**src/rtl/seg7_scan_controller_pkg.sv**
```systemverilog
`default_nettype none
// ============================================================================
// seg7_scan_controller_pkg - segment codes, FSM encoding and counter sizing
// Rev 1.0
// ============================================================================
package seg7_scan_controller_pkg;

  // Active-high segments, bit order gfedcba
  localparam logic [6:0] SEG_BLANK = 7'b000_0000;

  // Entry [n] is the glyph for nibble n: 0-9, then A b C d E F
  localparam logic [15:0][6:0] SEG_TABLE = {
    7'b111_0001, 7'b111_1001, 7'b101_1110, 7'b011_1001,
    7'b111_1100, 7'b111_0111, 7'b110_1111, 7'b111_1111,
    7'b000_0111, 7'b111_1101, 7'b110_1101, 7'b110_0110,
    7'b100_1111, 7'b101_1011, 7'b000_0110, 7'b011_1111
  };

  localparam logic [1:0] ST_IDLE_ENC  = 2'd0;
  localparam logic [1:0] ST_SHOW_ENC  = 2'd1;
  localparam logic [1:0] ST_BLANK_ENC = 2'd2;

  typedef enum logic [1:0] {
    ST_IDLE  = ST_IDLE_ENC,
    ST_SHOW  = ST_SHOW_ENC,
    ST_BLANK = ST_BLANK_ENC
  } state_e;

  function automatic int cnt_width(input int div);
    return (div > 1) ? $clog2(div) : 1;
  endfunction

endpackage
`default_nettype wire

```
**src/rtl/seg7_scan_controller_bcd7seg.sv**
```systemverilog
`default_nettype none
// ============================================================================
// seg7_scan_controller_bcd7seg - BCD7Segment decoder, hex nibble to gfedcba
// Rev 1.0
// ============================================================================
module seg7_scan_controller_bcd7seg
  import seg7_scan_controller_pkg::*;
(
  input  logic [3:0] bcd_i,
  output logic [6:0] seg_o
);

  assign seg_o = SEG_TABLE[bcd_i];

endmodule
`default_nettype wire

```
**src/rtl/seg7_scan_controller.sv**
```systemverilog
`default_nettype none
// ============================================================================
// seg7_scan_controller - multiplexed 7-seg scan with blanking, LZ suppression
// and frame-aligned load handshake.  Rev 1.0
// ============================================================================
module seg7_scan_controller
  import seg7_scan_controller_pkg::*;
#(
  parameter int NUM_DIGITS   = 4,
  parameter int REFRESH_DIV  = 50000,
  parameter int BLANK_CYCLES = 500
) (
  input  logic                    clk,
  input  logic                    reset_n,
  input  logic                    enable,
  input  logic                    load,
  input  logic [4*NUM_DIGITS-1:0] value,
  input  logic [NUM_DIGITS-1:0]   dp_in,
  input  logic                    lz_suppress,
  output logic [6:0]              segment,
  output logic                    dp,
  output logic [NUM_DIGITS-1:0]   digit_en,
  output logic                    update_done
);

  localparam int              CW        = cnt_width(REFRESH_DIV);
  localparam int              IW        = (NUM_DIGITS > 1) ? $clog2(NUM_DIGITS) : 1;
  localparam logic [31:0]     ON_CYCLES = 32'(REFRESH_DIV - BLANK_CYCLES);
  localparam logic [CW-1:0]   CNT_LAST  = CW'(REFRESH_DIV - 1);
  localparam logic [IW-1:0]   IDX_LAST  = IW'(NUM_DIGITS - 1);

  state_e                  state_q, state_d;
  logic [IW-1:0]           idx_q, idx_d;
  logic [CW-1:0]           cnt_q, cnt_d;
  logic [4*NUM_DIGITS-1:0] disp_val_q, disp_val_d;
  logic [4*NUM_DIGITS-1:0] pend_val_q, pend_val_d;
  logic [NUM_DIGITS-1:0]   disp_dp_q, disp_dp_d;
  logic [NUM_DIGITS-1:0]   pend_dp_q, pend_dp_d;
  logic                    pend_flag_q, pend_flag_d;
  logic [6:0]              segment_q, segment_d;
  logic                    dp_q, dp_d;
  logic [NUM_DIGITS-1:0]   digit_en_q, digit_en_d;
  logic                    done_q, done_d;

  logic                    boundary;
  logic                    apply;
  logic [3:0]              nibble;
  logic                    suppress;
  logic [6:0]              dec_seg;

  // The slot counter spans the whole slot; the on/blank split is a threshold.
  always_comb begin
    state_d  = state_q;
    idx_d    = idx_q;
    cnt_d    = cnt_q;
    boundary = 1'b0;
    if (!enable) begin
      state_d = ST_IDLE;
      idx_d   = '0;
      cnt_d   = '0;
    end else if (state_q == ST_IDLE) begin
      state_d = ST_SHOW;
      idx_d   = '0;
      cnt_d   = '0;
    end else if (cnt_q == CNT_LAST) begin
      state_d = ST_SHOW;
      cnt_d   = '0;
      if (idx_q == IDX_LAST) begin
        idx_d    = '0;
        boundary = 1'b1;
      end else begin
        idx_d = idx_q + IW'(1);
      end
    end else begin
      cnt_d   = cnt_q + CW'(1);
      state_d = ((32'(cnt_q) + 32'd1) < ON_CYCLES) ? ST_SHOW : ST_BLANK;
    end
  end

  // While dark every cycle acts as a frame boundary so loads land at once.
  assign apply = (state_q == ST_IDLE) || boundary;

  always_comb begin
    disp_val_d  = disp_val_q;
    disp_dp_d   = disp_dp_q;
    pend_val_d  = pend_val_q;
    pend_dp_d   = pend_dp_q;
    pend_flag_d = pend_flag_q;
    done_d      = 1'b0;
    if (apply && load) begin
      disp_val_d  = value;
      disp_dp_d   = dp_in;
      pend_flag_d = 1'b0;
      done_d      = 1'b1;
    end else if (apply && pend_flag_q) begin
      disp_val_d  = pend_val_q;
      disp_dp_d   = pend_dp_q;
      pend_flag_d = 1'b0;
      done_d      = 1'b1;
    end else if (load) begin
      pend_val_d  = value;
      pend_dp_d   = dp_in;
      pend_flag_d = 1'b1;
    end
  end

  // Outputs are computed from next-state values so they line up with state_q.
  always_comb begin
    nibble   = disp_val_d[3:0];
    suppress = lz_suppress && (idx_d != '0);
    for (int k = 0; k < NUM_DIGITS; k++) begin
      if (idx_d == IW'(k)) begin
        nibble = disp_val_d[4*k +: 4];
      end
      if ((IW'(k) >= idx_d) && (disp_val_d[4*k +: 4] != 4'd0)) begin
        suppress = 1'b0;
      end
    end
  end

  seg7_scan_controller_bcd7seg u_dec (
    .bcd_i (nibble),
    .seg_o (dec_seg)
  );

  always_comb begin
    segment_d  = SEG_BLANK;
    dp_d       = 1'b0;
    digit_en_d = '0;
    if (state_d == ST_SHOW) begin
      segment_d  = suppress ? SEG_BLANK : dec_seg;
      dp_d       = disp_dp_d[idx_d];
      digit_en_d = NUM_DIGITS'(1) << idx_d;
    end
  end

  always_ff @(posedge clk or negedge reset_n) begin
    if (!reset_n) begin
      state_q     <= ST_IDLE;
      idx_q       <= '0;
      cnt_q       <= '0;
      disp_val_q  <= '0;
      disp_dp_q   <= '0;
      pend_val_q  <= '0;
      pend_dp_q   <= '0;
      pend_flag_q <= 1'b0;
      segment_q   <= SEG_BLANK;
      dp_q        <= 1'b0;
      digit_en_q  <= '0;
      done_q      <= 1'b0;
    end else begin
      state_q     <= state_d;
      idx_q       <= idx_d;
      cnt_q       <= cnt_d;
      disp_val_q  <= disp_val_d;
      disp_dp_q   <= disp_dp_d;
      pend_val_q  <= pend_val_d;
      pend_dp_q   <= pend_dp_d;
      pend_flag_q <= pend_flag_d;
      segment_q   <= segment_d;
      dp_q        <= dp_d;
      digit_en_q  <= digit_en_d;
      done_q      <= done_d;
    end
  end

  assign segment     = segment_q;
  assign dp          = dp_q;
  assign digit_en    = digit_en_q;
  assign update_done = done_q;

endmodule
`default_nettype wire

```
**config.mk**
```make
export PLATFORM = sky130hd
export DESIGN_NAME = seg7_scan_controller
export DESIGN_NICKNAME = d
export VERILOG_FILES = /design/src/rtl/seg7_scan_controller_pkg.sv /design/src/rtl/seg7_scan_controller_bcd7seg.sv /design/src/rtl/seg7_scan_controller.sv
export SDC_FILE = /design/constraint.sdc
export NUM_CORES = 1
export LEC_CHECK = 0
export ABC_AREA = 1
export CORE_MARGIN = 2
export CORE_UTILIZATION = 40
export CTS_CLUSTER_DIAMETER = 30
export DETAILED_ROUTE_END_ITERATION = 6
export GPL_ROUTABILITY_DRIVEN = 0
export PLACE_DENSITY = 0.65
export SLEW_MARGIN = 15
export SYNTH_ARGS = -nofsm -noshare
export SYNTH_HDL_FRONTEND = slang
export SYNTH_SLANG_ARGS = --single-unit
export TNS_END_PERCENT = 5
```
**constraint.sdc**
```tcl
create_clock -name clk -period 2.3 [get_ports clk]
set_input_delay 0.46 -clock clk [delete_from_list [all_inputs] [get_ports clk]]
set_output_delay 0.46 -clock clk [all_outputs]
set_load 0.05 [all_outputs]
```
==> results of run 1 <==
-- cell usage in the layout, fill, tap and decap left out, types with 4 or more instances in the layout --
cell	count
a21oi_1	9
buf_12	4
buf_4	77
buf_6	5
clkbuf_8	11
clkdlybuf4s50_1	35
dfrtp_1	74
ha_4	4
inv_1	66
inv_2	10
nand2_1	119
nand2_2	20
nand3_1	35
nand3_2	9
nand3_4	5
nand4_1	16
nor2_1	56
nor2_2	8
nor2_4	8
o21ai_0	13
o21ai_1	4
xor2_1	11
-- synth_stat cells, types with 6 or more instances --
library cell,number,share of area [%]
nand2_1,128,12
dfrtp_1,74,45
inv_1,70,6.4
nor2_1,64,5.9
nand3_1,40,4.9
nand4_1,16,2.4
o21ai_0,15,1.8
nand2_2,13,2.0
a21oi_1,12,1.5
xor2_1,11,2.4
ha_1,8,2.4
inv_2,7,0.64
nand3_2,6,1.5
-- worst max-delay path, stage by stage, from the launching register on --
cell     delay [ns]
dfrtp_1        0.40
ha_4           0.16
nand3_4        0.09
nor2_4         0.14
nand2_4        0.09
nand2_8        0.13
nand3_4        0.14
buf_6          0.17
nand2_1        0.05
nand2_1        0.06
nand2_1        0.07
nand2_1        0.06
nor2_2         0.15
nor2_4         0.07
inv_2          0.10
ha_4           0.21
inv_2          0.06
nand3_2        0.08
nand3_2        0.09
nand2_1        0.05
nor2_1         0.09
-- final timing paths --
| path | start | cells after the start | slack [ns] | end |
|---|---|---|---|---|
| setup / recovery | cnt_q[1] | 20 | -0.23 | segment[3] |
| max in group asynchronous | reset_n | 2 | 1.64 | pend_val_q[12] |
| setup reg to reg | cnt_q[1] | 20 | -0.23 | segment[3] |
| hold / removal | reset_n | 1 | 0.1 | cnt_q[0] |
| hold reg to reg | pend_val_q[5] | 2 | 0.49 | pend_val_q[5] |
| min in group clk | pend_val_q[5] | 2 | 0.49 | pend_val_q[5] |
-- kinds of logic after synthesis --
logic type               Yosys count
buffers and inverters             92
AND/OR/NAND/NOR                  287
XOR/XNOR                          14
multiplexers                       3
flip-flops                        74
AO/OA/AOI/OAI                     41
adder cells (fa/ha/maj)            8
-- sequential cells by signal (all words and copies together), names as in the netlist --
register,cells
idx_q,2
pend_dp_q,4
digit_en,4
segment,7
update_done,1
disp_val_q,16
disp_dp_q,4
dp,1
cnt_q,16
pend_val_q,16
pend_flag_q,1
state_q,2
-- what timing repair did --
item / in CTS / in global routing
pin swaps: 14 / 30
gates cloned: 1 / 0
setup endpoints to repair: 8 / 15
buffers inserted: 10 / 6
gates resized for setup: 12 / 41
-- metal layers --
layer | wire [um] | vias up
met2 | 5019 | 57
met3 | 282 | 17
met4 | 189 | 0
met1 | 4596 | 1756
li1 | - | 1862
met5 | 0 | -
-- cell type report --
cell class | instances | area, sq um | share of cell area (%)
multi-input combinational | 354 | 2074 | 36.58
clock inverter | 4 | 50.05 | 0.8824
sequential | 74 | 1852 | 32.65
clock buffer | 12 | 155.1 | 2.735
timing repair buffer | 122 | 1074 | 18.93
tap | 133 | 166.4 | 2.934
inverter | 78 | 300.3 | 5.295
-- metrics by stage --
step | hold slack [ns] | cell area [sq um] | utilization, % | instances | setup WS, ns
2_1_floorplan | 0.1644 | 4139 | - | 519 | -0.09973
3_3_place_gp | 0.4706 | 5147 | 52.18 | 744 | -0.6258
3_5_place_dp | 0.4745 | 5147 | 52.18 | 744 | -0.6637
4_1_cts | 0.1136 | 5466 | 55.42 | 771 | -0.2134
5_1_grt | 0.1484 | 5672 | 57.50 | 777 | -0.4480
6_report | 0.09535 | 5672 | 57.50 | 777 | -0.2267
-- power breakdown --
| group | internal [uW] | total [uW] | switching, uW | leakage, uW |
|---|---|---|---|---|
| clock network | 559 | 1050 | 493 | 0.0000986 |
| registers | 1440 | 1500 | 57.3 | 0.000929 |
| logic | 415 | 1010 | 600 | 0.00180 |
| total | 2420 | 3570 | 1150 | 0.00282 |
==> impl_metrics.yaml, run 1 <==
run_status:
  status: "finished with violations"
  violations: "setup timing"
synthesis:
  syn_inst: 519
  synth_mux_area_share_pct: 0.8259
  synth_seq_area_share_pct: 45.27
  yosys.area_share.xor_xnor_pct: 2.998
  synthAdderAreaFrac_pct: 2.447
  async_flop_share_pct: 100.0
  synth.distinct_cells: 38
  synth-simple-area-share_pct: 33.10
  synth_ff_type: "dfrtp_1"
  netlist_area_sq_um: 4090
  synth_compound_area_share_pct: 5.935
  synth-edff-count: 0
  synth_top_family_by_area: "simple AND/OR/NAND/NOR gates"
  syn-num-nets: 552
  synth_warnings: 0
  yosys_register_bits: 74
  synth.avg_cell_area_sq_um: 7.881
worst_setup_path:
  cp-end-kind: "flop"
  cp_max_fo: 7
  cp.arrival_ns: 2.82
  required_ns: 2.59
  path_class: "reg -> reg"
  startpoint_type: "flop"
route:
  drt-initial-drc-count: 132
  routed_wl_um: 10090
  vias_per_cell: 4.752
  firstDrtPassIters: 4
  drc: 0
  final_antenna_net_count: 0
  wl_per_cell_um: 12.98
  num_vias: 3692
timing:
  finalSetupTns_ns: -1.303
  rsz0062_at_grt: "yes"
  slew_viol_final: 0
  tightest_slew_ns: 0.5660
  max_slew_margin_pct: 62.26
  hold_viol: 0
  fin_ws_ns: -0.2267
  setup_viol: 7
  finalCriticalPeriod_ns: 2.527
  fin_skew_ns: 0.004882
  fin_crit_sh_pct: 109.9
  fmax_mhz: 395.8
clock_network:
  cts_buffers: 9
  cts.path.max_buffers: 2
  insertion_delay_ns: 0.35
  clk_pin_slew_worst_paths_ns: 0.08
  cts_htree_levels: 3
  cts_sinks: 74
  cts_tree: "done"
  clockRootBuffer: "clkbuf_8"
  cts_hold_buf: 0
global_route:
  grt_pass1_wl_um: 17070
  use_met3_pct: 4.180
  antenna_found_initial: 0
  grt.met1_usage_pct: 24.10
  grt.met2_usage_pct: 32.93
  grt_pass1_vias: 3767
  busiest_layer: "met2"
  grt_max_degree: 45
  grtUsageTotal_pct: 19.25
  grt_overflow_total: 0
floorplanning:
  pin_count: 38
  core-area_sq_um: 9864
  die_x_um: 105.1
  die_area_sq_um: 11050
  fp.dieH_um: 105.1
  start_util_pct: 41.46
  row_count: 36
place:
  dp_hpwl_um: 7285
  io_buffers: 37
worst_hold_path:
  hold_path.class: "in -> async"
pwr:
  ir_worst_vdd_v: 0.0003848
  power.total_uw: 3567
  pwr_density_cell_nw_per_um2: 628.9
  power_leakage_uw: 0.002824
final_layout:
  nets: 672
  fill_cells: 890
  area_delta_synth_final_pct: 38.67
  num_antenna_cells: 0
  drive_gt1_share_pct: 29.19
flow_run:
  maxCapViolations: 0
Power figures use the tool's default switching activity.
==> run 2: changes to the inputs <==
ABC_AREA = default   (was 1)
==> run 2 against run 1 <==
Against the previous run: the run still ends with setup timing left; synthesized cell count is 12% lower; sequential share of layout area is 3.5 points lower; die area is 8.3% higher; first-iteration DRC count is 110% higher; setup slack worse by 0.44 ns; power is 15% higher; fmax is 15% lower; core utilization is 1.1 points higher; highest routed layer unchanged.
==> impl_metrics.yaml, run 2 <==
run_status:
  status: "finished with violations"
  violations: "setup timing"
worst_setup_path:
  r2r_start: "cnt_q[1]"
  startpoint_type: "flop"
  cp-end-kind: "flop"
  required_ns: 2.56
  reg2reg_slack_ns: -0.67
  cp.arrival_ns: 3.23
  cp_max_fo: 7
  path_class: "reg -> reg"
  r2r_cells: 14
  rr_endpoint: "segment[3]"
pwr:
  power_leakage_uw: 0.002709
  ir_worst_vdd_v: 0.0005246
  pwr_density_cell_nw_per_um2: 644.9
final_layout:
  final_cell_mix: "buf_4, dfrtp_1, nor2_1"
  nets: 645
  final_common_cell: "buf_4"
  drive_gt1_share_pct: 40.10
  regArea_sq_um: 1852
  fill_cells: 959
  final_cell_count_no_fill: 756
  reg.largest.list: "cnt_q (16), disp_val_q (16), pend_val_q (16)"
  final_area_sq_um: 6355
  final_core_util_pct: 58.62
  area_delta_synth_final_pct: 43.03
  num_antenna_cells: 0
  multi_input_area_sq_um: 2623
clock_network:
  cts_buffers: 9
  cts_sinks: 74
  cts_tree: "done"
  cts_hold_buf: 0
  cts_htree_levels: 3
  insertion_delay_ns: 0.37
  cts.path.max_buffers: 2
  clockRootBuffer: "clkbuf_8"
  clk_pin_slew_worst_paths_ns: 0.08
synthesis:
  synth_warnings: 0
  synth_ff_type: "dfrtp_1"
  netlist_area_sq_um: 4443
  async_flop_share_pct: 100.0
  synth_mux_area_share_pct: 8.167
  syn-num-nets: 490
  yosys_register_bits: 74
  synth_seq_area_share_pct: 41.68
  synth.distinct_cells: 75
  synthAdderAreaFrac_pct: 2.253
  syn_inst: 457
  synth.avg_cell_area_sq_um: 9.722
  synth-edff-count: 0
  synthTopCellsByCount: "dfrtp_1, nor2_1, nand2_1, o21ai_0, mux2_2"
  synth_compound_area_share_pct: 19.52
  synth_top_area_share_pct: 41.68
  yosys.area_share.xor_xnor_pct: 3.351
  synthTopCellsByArea: "dfrtp_1, mux2_2, nor2_1, o21ai_0, o41a_1"
  synth_top_family_by_area: "compound AO/OA/AOI/OAI gates"
  synth-simple-area-share_pct: 19.29
  post-synth-top-count-cell: "dfrtp_1"
  synth_top_cell_by_area: "dfrtp_1"
floorplanning:
  start_util_pct: 40.99
  row_count: 38
  die_area_sq_um: 11970
  core-area_sq_um: 10840
  fp.dieH_um: 109.4
  pin_count: 38
  die_x_um: 109.4
global_route:
  antenna_found_initial: 0
  grt_max_degree: 39
  grt_pass1_wl_um: 20620
  grt_pass1_vias: 4154
  grt_overflow_total: 0
  grtUsageTotal_pct: 22.50
route:
  wl_met3_um: 548
  firstDrtPassIters: 5
  wl_met1_um: 5745
  drc: 0
  num_vias: 4215
  final_antenna_net_count: 0
  vias_per_cell: 5.575
  wl_per_cell_um: 16.79
  routed_wl_um: 12690
  drt-initial-drc-count: 282
  top_layer: "met4"
  wl_met2_um: 6054
place:
  post_dp_cell_area_sq_um: 5873
  placed_cells: 732
  dp_hpwl_um: 9340
  io_buffers: 37
timing:
  tightest_slew_ns: 0.5345
  fin_skew_ns: 0.01819
  fin_crit_sh_pct: 129.0
  fmax_mhz: 337.2
  fin_ws_ns: -0.6659
  setup_viol: 10
  slew_viol_final: 0
  hold_ws_ns: 0.07189
  max_slew_margin_pct: 64.37
  finalCriticalPeriod_ns: 2.966
  rsz0062_at_grt: "yes"
  hold_viol: 0
  finalSetupTns_ns: -4.379
worst_hold_path:
  hold_path.class: "in -> async"
flow_run:
  maxCapViolations: 0
[run 2: cell count changes after synthesis, sizes merged, moves of 10 or more]
cell,before,now
nor2,72,61
mux2,3,23
nor3,2,12
inv,77,19
nand2,143,28
nand3,48,11
o41a,0,10
buf,8,20
[run 2: per-layer routing]
layer,GRT usage [%],up-vias
met5,0,-
met4,10.22,0
met3,3.082,24
met2,36.11,121
met1,30.20,2066
li1,-,2004
[run 2: worst max-delay path by stage]
stage	start	to	cells past startpoint
2_1_floorplan	cnt_q[5]	segment[3]	13
3_3_place_gp	enable	segment[3]	13
3_5_place_dp	enable	segment[5]	12
4_1_cts	cnt_q[11]	segment[0]	10
5_1_grt	cnt_q[5]	segment[3]	14
6_report	cnt_q[1]	segment[3]	14
[run 2: logic make-up (layout without fill, tap and decap cells)]
kind of cell | after synthesis | in the layout
AO/OA/AOI/OAI | 112 | 112
XOR/XNOR | 17 | 17
adder cells (fa/ha/maj) | 8 | 8
buffers and inverters | 52 | 211
flip-flops | 74 | 74
multiplexers | 31 | 31
AND/OR/NAND/NOR | 163 | 163
[run 2: worst max-delay path, cell delays in order, from the launching register on]
cell and delay (ns):
dfrtp_1 0.39, ha_4 0.15, and3_4 0.21, buf_4 0.12, nand4_4 0.17, mux2_4 0.36, nand2_2 0.10, buf_4 0.14
o211ai_1 0.15, nand2_2 0.18, buf_4 0.13, ha_2 0.16, inv_1 0.04, o311a_1 0.33, o21ba_2 0.21
[run 2: power by group]
group | switching [uW] | internal [uW]
Sequential | 111 | 1490
Combinational | 820 | 765
Clock | 500 | 411
[run 2: what timing repair did]
| action | in CTS | in global routing |
|---|---|---|
| buffers inserted | 7 | 3 |
| pin swaps | 17 | 11 |
| cloned | 0 | 0 |
| endpoints found under the setup margin | 13 | 31 |
| resized for setup | 28 | 21 |
[run 2: final cells by class]
type	instances	share of cell area, %
inverter	19	1.162
multi-input combinational	331	41.27
clock inverter	5	0.4922
tap	140	2.756
sequential	74	29.14
clock buffer	10	2.166
timing repair buffer	177	23.02
[run 2: per-stage QoR]
stage | total power, uW | setup slack [ns]
6_report | 4098 | -0.6659
5_1_grt | 4295 | -0.7927
4_1_cts | 4050 | -0.6712
3_5_place_dp | 3058 | -1.039
3_3_place_gp | 3023 | -0.9373
2_1_floorplan | 2435 | -0.6427
